**src/rtl/dram_cycle_sequencer.sv**
```systemverilog
// Clocked SRAM sequencer behind the C64 DRAM socket: synchronises host strobes, latches row/column,
// runs one timed SRAM access per CAS and idles through CBR refresh. Optional macro: PAGE_MODE_EN.
module dram_cycle_sequencer #(
  parameter int SYNC_STAGES = 2,
  parameter int ACC_CYCLES  = 3,
  parameter int BANK_W      = 5
) (
  input  logic                  clk,
  input  logic                  reset,
  input  logic [7:0]            maddress,
  input  logic                  _ras,
  input  logic                  _cas,
  input  logic                  _we,
  input  logic [BANK_W-1:0]     bank,
  input  logic [7:0]            bdata_in,
  output logic [16+BANK_W-1:0]  baddress,
  output logic                  _ce_ram,
  output logic                  _we_ram,
  output logic [7:0]            rdata,
  output logic                  data_oe,
  output logic                  bdata_oe,
  output logic                  refresh,
  output logic                  busy
);

  localparam int SYNC_W = 11;
  localparam int CNT_W  = 4;
  localparam logic [CNT_W-1:0] ACC_LAST = CNT_W'(ACC_CYCLES - 1);
  localparam logic [CNT_W-1:0] WE_FIRST = CNT_W'(1);
  localparam logic [CNT_W-1:0] WE_LAST  = CNT_W'(ACC_CYCLES - 2);

  typedef enum logic [2:0] {IDLE, ROW, ACCESS, HOLD, CAS_UP, REFRESH} state_t;

  logic [SYNC_W-1:0] sync_p [SYNC_STAGES];
  logic              s_ras, s_cas, s_we;
  logic [7:0]        s_addr;
  logic              prev_ras, prev_cas;
  logic              ras_fall, ras_rise, cas_fall, cas_rise;

  state_t            state, state_nx;
  logic [CNT_W-1:0]  cnt, cnt_nx;
  logic              wr, wr_nx;
  logic              lat_row, lat_col, lat_rd, refresh_nx;

  // Stage boundary: pin synchroniser, strobes idle high and address zero out of reset
  always_ff @(posedge clk or posedge reset) begin
    if (reset) begin
      for (int i = 0; i < SYNC_STAGES; i++) sync_p[i] <= {3'b111, 8'h00};
    end else begin
      sync_p[0] <= {_ras, _cas, _we, maddress};
      for (int i = 1; i < SYNC_STAGES; i++) sync_p[i] <= sync_p[i-1];
    end
  end

  assign {s_ras, s_cas, s_we, s_addr} = sync_p[SYNC_STAGES-1];

  assign ras_fall = (prev_ras != s_ras) && !s_ras;
  assign ras_rise = (prev_ras != s_ras) &&  s_ras;
  assign cas_fall = (prev_cas != s_cas) && !s_cas;
  assign cas_rise = (prev_cas != s_cas) &&  s_cas;

  // Stage boundary: edge history and FSM state
  always_ff @(posedge clk or posedge reset) begin
    if (reset) begin
      prev_ras <= 1'b1;
      prev_cas <= 1'b1;
      state    <= IDLE;
      cnt      <= '0;
      wr       <= 1'b0;
    end else begin
      prev_ras <= s_ras;
      prev_cas <= s_cas;
      state    <= state_nx;
      cnt      <= cnt_nx;
      wr       <= wr_nx;
    end
  end

  always_comb begin
    state_nx   = state;
    cnt_nx     = cnt;
    wr_nx      = wr;
    lat_row    = 1'b0;
    lat_col    = 1'b0;
    lat_rd     = 1'b0;
    refresh_nx = 1'b0;
    if (ras_rise) begin
      state_nx = IDLE;
    end else begin
      case (state)
        IDLE: begin
          if (ras_fall) begin
            if (s_cas) begin
              lat_row  = 1'b1;
              state_nx = ROW;
            end else begin
              refresh_nx = 1'b1;
              state_nx   = REFRESH;
            end
          end
        end
        ROW: begin
          if (cas_fall) begin
            lat_col  = 1'b1;
            wr_nx    = !s_we;
            cnt_nx   = '0;
            state_nx = ACCESS;
          end
        end
        ACCESS: begin
          // The access always runs to completion even if CAS already went away
          if (cnt == ACC_LAST) begin
            lat_rd   = !wr;
            state_nx = s_cas ? CAS_UP : HOLD;
          end else begin
            cnt_nx = cnt + CNT_W'(1);
          end
        end
        HOLD: begin
          if (cas_rise) state_nx = CAS_UP;
        end
        CAS_UP: begin
`ifdef PAGE_MODE_EN
          if (!s_ras) state_nx = ROW;
`else
          state_nx = CAS_UP;
`endif
        end
        REFRESH: state_nx = REFRESH;
        default: state_nx = IDLE;
      endcase
    end
  end

  // Stage boundary: outputs registered from next-state so SRAM strobes are glitch-free
  always_ff @(posedge clk or posedge reset) begin
    if (reset) begin
      _ce_ram  <= 1'b1;
      _we_ram  <= 1'b1;
      bdata_oe <= 1'b0;
      data_oe  <= 1'b0;
      refresh  <= 1'b0;
      busy     <= 1'b0;
      baddress <= '0;
      rdata    <= '0;
    end else begin
      _ce_ram  <= (state_nx != ACCESS);
      _we_ram  <= !((state_nx == ACCESS) && wr_nx && (cnt_nx >= WE_FIRST) && (cnt_nx <= WE_LAST));
      bdata_oe <= (state_nx == ACCESS) && wr_nx;
      data_oe  <= (state_nx == HOLD) && !wr_nx;
      refresh  <= refresh_nx;
      busy     <= (state_nx != IDLE);
      if (lat_row) baddress <= {bank, baddress[15:8], s_addr};
      if (lat_col) baddress <= {bank, s_addr, baddress[7:0]};
      if (lat_rd)  rdata    <= bdata_in;
    end
  end

endmodule

```
**config.mk**
```make
export PLATFORM = sky130hd
export DESIGN_NAME = dram_cycle_sequencer
export DESIGN_NICKNAME = d
export VERILOG_FILES = /design/src/rtl/dram_cycle_sequencer.sv
export SDC_FILE = /design/constraint.sdc
export NUM_CORES = 1
export LEC_CHECK = 0
export ABC_CLOCK_PERIOD_IN_PS = 2400
export CAP_MARGIN = 25
export CORE_UTILIZATION = 30
export CTS_CLUSTER_DIAMETER = 120
export DETAILED_ROUTE_END_ITERATION = 8
export HOLD_SLACK_MARGIN = 0.05
export PLACE_DENSITY = 0.57
export RECOVER_POWER = 50
export SETUP_SLACK_MARGIN = 0.5
export SLEW_MARGIN = 0
export SYNTH_ARGS = -nofsm -noshare
export SYNTH_HDL_FRONTEND = slang
export SYNTH_SLANG_ARGS = --single-unit
```
**constraint.sdc**
```tcl
create_clock -name clk -period 2.4 [get_ports clk]
set_input_delay 0.48 -clock clk [delete_from_list [all_inputs] [get_ports clk]]
set_output_delay 0.48 -clock clk [all_outputs]
set_load 0.02 [all_outputs]
```
Word-level counts from Yosys, hierarchy flattened
Index checks and enable logic that the tools add are counted.

Input port bits: 26. Bits in registers: 67. Output and inout bits: 35. Word-level logic and storage cells: 81.

Equal/unequal tests: 11. $lt $le $gt $ge: 2. Bitwise logic cells: 1. Multiplexer cells: 31. Reductions and logical operators: 18. Add/subtract/negate cells: 1.

Operators by type and width (count): 2-to-1 mux 21 bit (2); 2-to-1 mux 3 bit (7); one-hot mux 3 bit (6 select lines) (1); 2-to-1 mux 1 bit (17); == test 3 x 2 -> 1 bit (second input constant) (4); 2-to-1 mux 4 bit (3); logical AND 1 bit (8); one-hot mux 4 bit (2 select lines) (1); == test 3 bit (second input constant) (2); zero test 1 bit (6); adder 4 x 1 -> 4 bit (second input constant) (1); == test 4 x 2 -> 1 bit (second input constant) (1); >= comparator 4 x 1 -> 1 bit (second input constant) (1); <= comparator 4 x 1 -> 1 bit (second input constant) (1); == test 3 x 1 -> 1 bit (second input constant) (1); zero test 3 bit (1); inequality test 3 x 2 -> 1 bit (second input constant) (1); nonzero test 3 bit (1); inequality test 1 bit (2); AND reduction 2 bit (1); nonzero test 2 bit (1); NOT 1 bit (1).

Longest topological paths before layout
Depth in word-level cells: 10. Mapped depth: 7. Mapped depth without buffers: 7.

Least setup slack after synthesis
Ideal clock, no wire load.

Path type: register -> register. From: register prev_ras. To: register rdata[0]. Cell stages (with the launch flop): 6. Path buffers: 1. Clock period less this slack: 1.875 ns. Setup slack: 0.525 ns. Library setup time: 0.125 ns. Arrival: 1.750 ns. Data required time: 2.275 ns. Path through: dfstp_2 > nor2b_4 > or3_4 > or3_1 > buf_6 > mux2_4.

Cells in the longest elaborated chain, start to end: 3.

RTL lines: start: declaration (line 37) `logic prev_ras, prev_cas;`; start signal: assignment (line 71) `prev_ras <= s_ras;`; inequality test 1 bit (line 58) `assign ras_rise = (prev_ras != s_ras) && s_ras;`; logical AND 1 bit (line 58); 2-to-1 mux 1 bit (line 87) `if (ras_rise) begin`; end signal: assignment (line 155) `if (lat_rd) rdata <= bdata_in;`; end: declaration (line 19) `output logic [7:0] rdata,`.

No other way between the ends. A chain may end at the register's enable or synchronous reset.

Worst setup path after layout
From: register sync_p, in the netlist s_cas. To: register baddress[20].

Cells in the longest elaborated chain, start to end: 6. Elaborated cells on any way between the ends: 12. Classes of those cells: eq/ne: 1; mux: 8; reduce/logical: 3.

RTL lines: start: declaration (line 34) `logic [SYNC_W-1:0] sync_p [SYNC_STAGES];`; inequality test 1 bit or zero test 1 bit (tied branches) (line 59) `assign cas_fall = (prev_cas != s_cas) && !s_cas;`; logical AND 1 bit (line 59); 2-to-1 mux 1 bit (line 103) `if (cas_fall) begin`; 2-to-1 mux 1 bit (line 90) `case (state)`; 2-to-1 mux 1 bit (line 87); 2-to-1 mux 21 bit or nonzero test 2 bit (tied branches); end signal: assignment (line 153) `if (lat_row) baddress <= {bank, baddress[15:8], s_addr};`; end signal: assignment (line 154) `if (lat_col) baddress <= {bank, s_addr, baddress[7:0]};`; end: declaration (line 16) `output logic [16+BANK_W-1:0] baddress,`.

Several ways; a longest one is shown, not always the timed one.

==> results.tsv <==
stage	metric	value	unit
job	drv_cap	0	
pwr	p_int	2656	uW
timing	setup_violations	0	
clocking	cts_tree	done	
final_layout	drive_gt1_frac	0.2972	
place	dp_cells	329	
global_routing	overflow	0	
floorplan	die_y	93.24	um
final_layout	diodes	0	
worst_hold_path	hold_class	register to register	
timing	fin_skew	0.006849	ns
worst_setup_path	rrSetupSlack	0.45	ns
floorplan	die_w	93.24	um
yosys	synthDistinctLibCells	39	
global_routing	grt_util_all_layers	0.1133	
yosys	synth_top_family_by_area	multiplexers	
timing	layout_min_cycle_time	1.951	ns
drt	drt_iter0_markers	42	
yosys	synth-compound-area-share	0.04609	
clocking	root_buffer	clkbuf_8	
clocking	cts-buffers-inserted	9	
pwr	pwr-share-seq	0.415	
pwr	p_comb_frac	0.357	
yosys	synth-edff-count	0	
clocking	clock_latency	0.33	ns
final_layout	synthToLayoutAreaGrowth	40.53	%
worst_setup_path	crit_path_end_kind	register	
clocking	htreeDepth	3	
floorplan	io_pins	61	
place	portBuffers	60	
outcome	status	finished, final reports clean	
timing	finalCritPeriodShare	0.8130	
timing	drv_slew	0	
worst_setup_path	crit_fanout	11	
yosys	synth_area_per_cell	14.95	um2
worst_hold_path	hold_depth	0	
drt	wl	4561	um
timing	setup-tns-final	0	ns
clocking	clock-sinks	67	
global_routing	antenna_found_initial	0	
drt	vias	1559	
yosys	yosysSeqAreaShare	0.6764	
yosys	yosys_warnings	0	
clocking	clk_pin_slew	0.07	ns
yosys	syn_inst	167	
drt	final_antenna_net_count	0	
yosys	synth-xor-area-share	0	
timing	whs	0.3456	ns
timing	rsz0062_at_grt	yes	
pwr	power_density	1105	nW/um2
global_routing	grt_pass1_wl	7327	um
worst_setup_path	worstPathRequired	2.62	ns
worst_setup_path	start_kind	register	
floorplan	dieArea	8694	um2
drt	first_pass_iters	5	
pwr	p_switching	1223	uW
floorplan	initial_core_util	0.3166	
yosys	synth_ff_type	dfrtp_1	
timing	relSlewSlack	0.6625	
yosys	yosys.area_share.adder	0.01002	
final_layout	layout.cells.non_filler	351	
final_layout	final_nets	272	
place	gp_congestion	0.8023	
yosys	ys_seq_elements	67	
worst_setup_path	cp_data_arrival_time	2.17	ns
final_layout	mostFrequentLayoutCells	dfrtp_1 (54), clkdlybuf4s50_1 (46), mux2_2 (21)	
yosys	synthArstFlopShare	1.000	
clocking	hold_buffers	0	
place	hpwlAfterDp	3057	um
pwr	leakage	0.001514	uW
pwr	power.share.clock	0.228	
pwr	swShare	0.3152	
yosys	synthMuxAreaShare	0.1428	
floorplan	coreArea	7888	um2
drt	viasPerCell	4.442	
final_layout	mostFrequentLayoutCell	dfrtp_1	
drt	routedWlPerCell	12.99	um
yosys	synth_simple_gate_area_frac	0.1042	
drt	drc	0	
clocking	cts_max_path_buffers	2	
timing	hold_viol_final	0	
global_routing	first_global_vias	1520	
worst_setup_path	reg2reg_depth	4	
yosys	synth_fp_nets	195	
final_layout	final_util	0.4450	
yosys	mappedNetlistArea	2497	um2
timing	worst_slew_pin_slew	0.5063	ns
global_routing	grt_start_max_net_pins	68	
pwr	ir_drop	0.4935	mV
timing	max_clock_freq	512.5	MHz
floorplan	num_rows	32	
worst_setup_path	path_class	register to register	
==> repair_timing <==
item                                    in CTS  in global routing
setup buffers                                1                  5
pin swaps                                    2                  4
gates resized for setup                      4                  6
endpoints found under the setup margin      12                 18
==> power groups by stage <==
| stage | combinational, uW | clock, uW | sequential, uW |
|---|---|---|---|
| CTS | 1350 | 929 | 1610 |
| global placement | 1320 | 0 | 1630 |
| floorplan | 478 | 0 | 1860 |
| detailed placement | 1330 | 0 | 1630 |
| global route | 1480 | 967 | 1650 |
| finish | 1380 | 886 | 1610 |
==> stage by stage <==
stage                     power [uW]  setup slack (ns)  area (um2)
after global routing            4099            0.3298        3510
final                           3879            0.4488        3510
after global placement          2944            0.3636        3247
after CTS                       3892            0.5007        3447
after detailed placement        2961            0.3427        3247
after floorplan                 2334            0.5245        2501
==> Yosys cell counts, drive strengths merged (2+ instances only) <==
cell type | number | area share
a21oi | 2 | 0.0040
buf | 4 | 0.012
dfrtp | 57 | 0.57
dfstp | 10 | 0.11
ha | 2 | 0.010
inv | 5 | 0.0075
mux2 | 29 | 0.14
nand2 | 10 | 0.015
nand2b | 3 | 0.011
nand3 | 2 | 0.0040
nor2 | 6 | 0.0090
nor2b | 2 | 0.0080
nor3 | 5 | 0.012
nor3b | 3 | 0.0090
o211ai | 3 | 0.0090
o21ai | 7 | 0.014
or3 | 2 | 0.0070
==> flip-flops by register name (all words and copies together), names as in the netlist, 3 cells and up <==
| name | count |
|---|---|
| state | 3 |
| s_addr | 8 |
| baddress | 21 |
| cnt | 4 |
| sync_p | 11 |
| rdata | 8 |
==> critical path, stage by stage (launching register included) <==
cell and delay [ns]:
dfstp_1 0.72, nand4bb_1 0.24, nor3_2 0.08, a21oi_1 0.42
mux2_2 0.39
==> final timing paths <==
path,from,end
max reg2reg,s_cas,baddress[20]
min,sync_p[17],s_addr[6]
min in group asynchronous,reset,baddress[7]
max in group asynchronous,reset,prev_ras
min reg2reg,sync_p[17],s_addr[6]
max,s_cas,baddress[20]
==> cells by family (layout without fill, tap and decap cells) <==
| group | after synthesis | after routing |
|---|---|---|
| AOI/OAI and AO/OA | 17 | 17 |
| adders and majority gates | 2 | 2 |
| buffers and inverters | 10 | 92 |
| DFF | 67 | 67 |
| muxes | 29 | 29 |
| and+or+nand+nor | 42 | 42 |
==> metal layers <==
| layer | track usage | up-vias | share of wire |
|---|---|---|---|
| met5 | 0 | - | 0 |
| met4 | 0.07692 | 0 | 0.017 |
| met3 | 0.02439 | 6 | 0.038 |
| met2 | 0.1697 | 33 | 0.50 |
| met1 | 0.1465 | 781 | 0.45 |
| li1 | - | 739 | - |
==> cell type report <==
cell class / instances / area, um2
tap: 102 / 127.6
clock inverter: 4 / 51.30
sequential: 67 / 1693
clock buffer: 12 / 135.1
inverter: 5 / 20.02
timing repair buffer: 71 / 696.9
multi-input combinational: 90 / 785.8
fill: 725 / 4378
(Power assumes the default switching activity.)
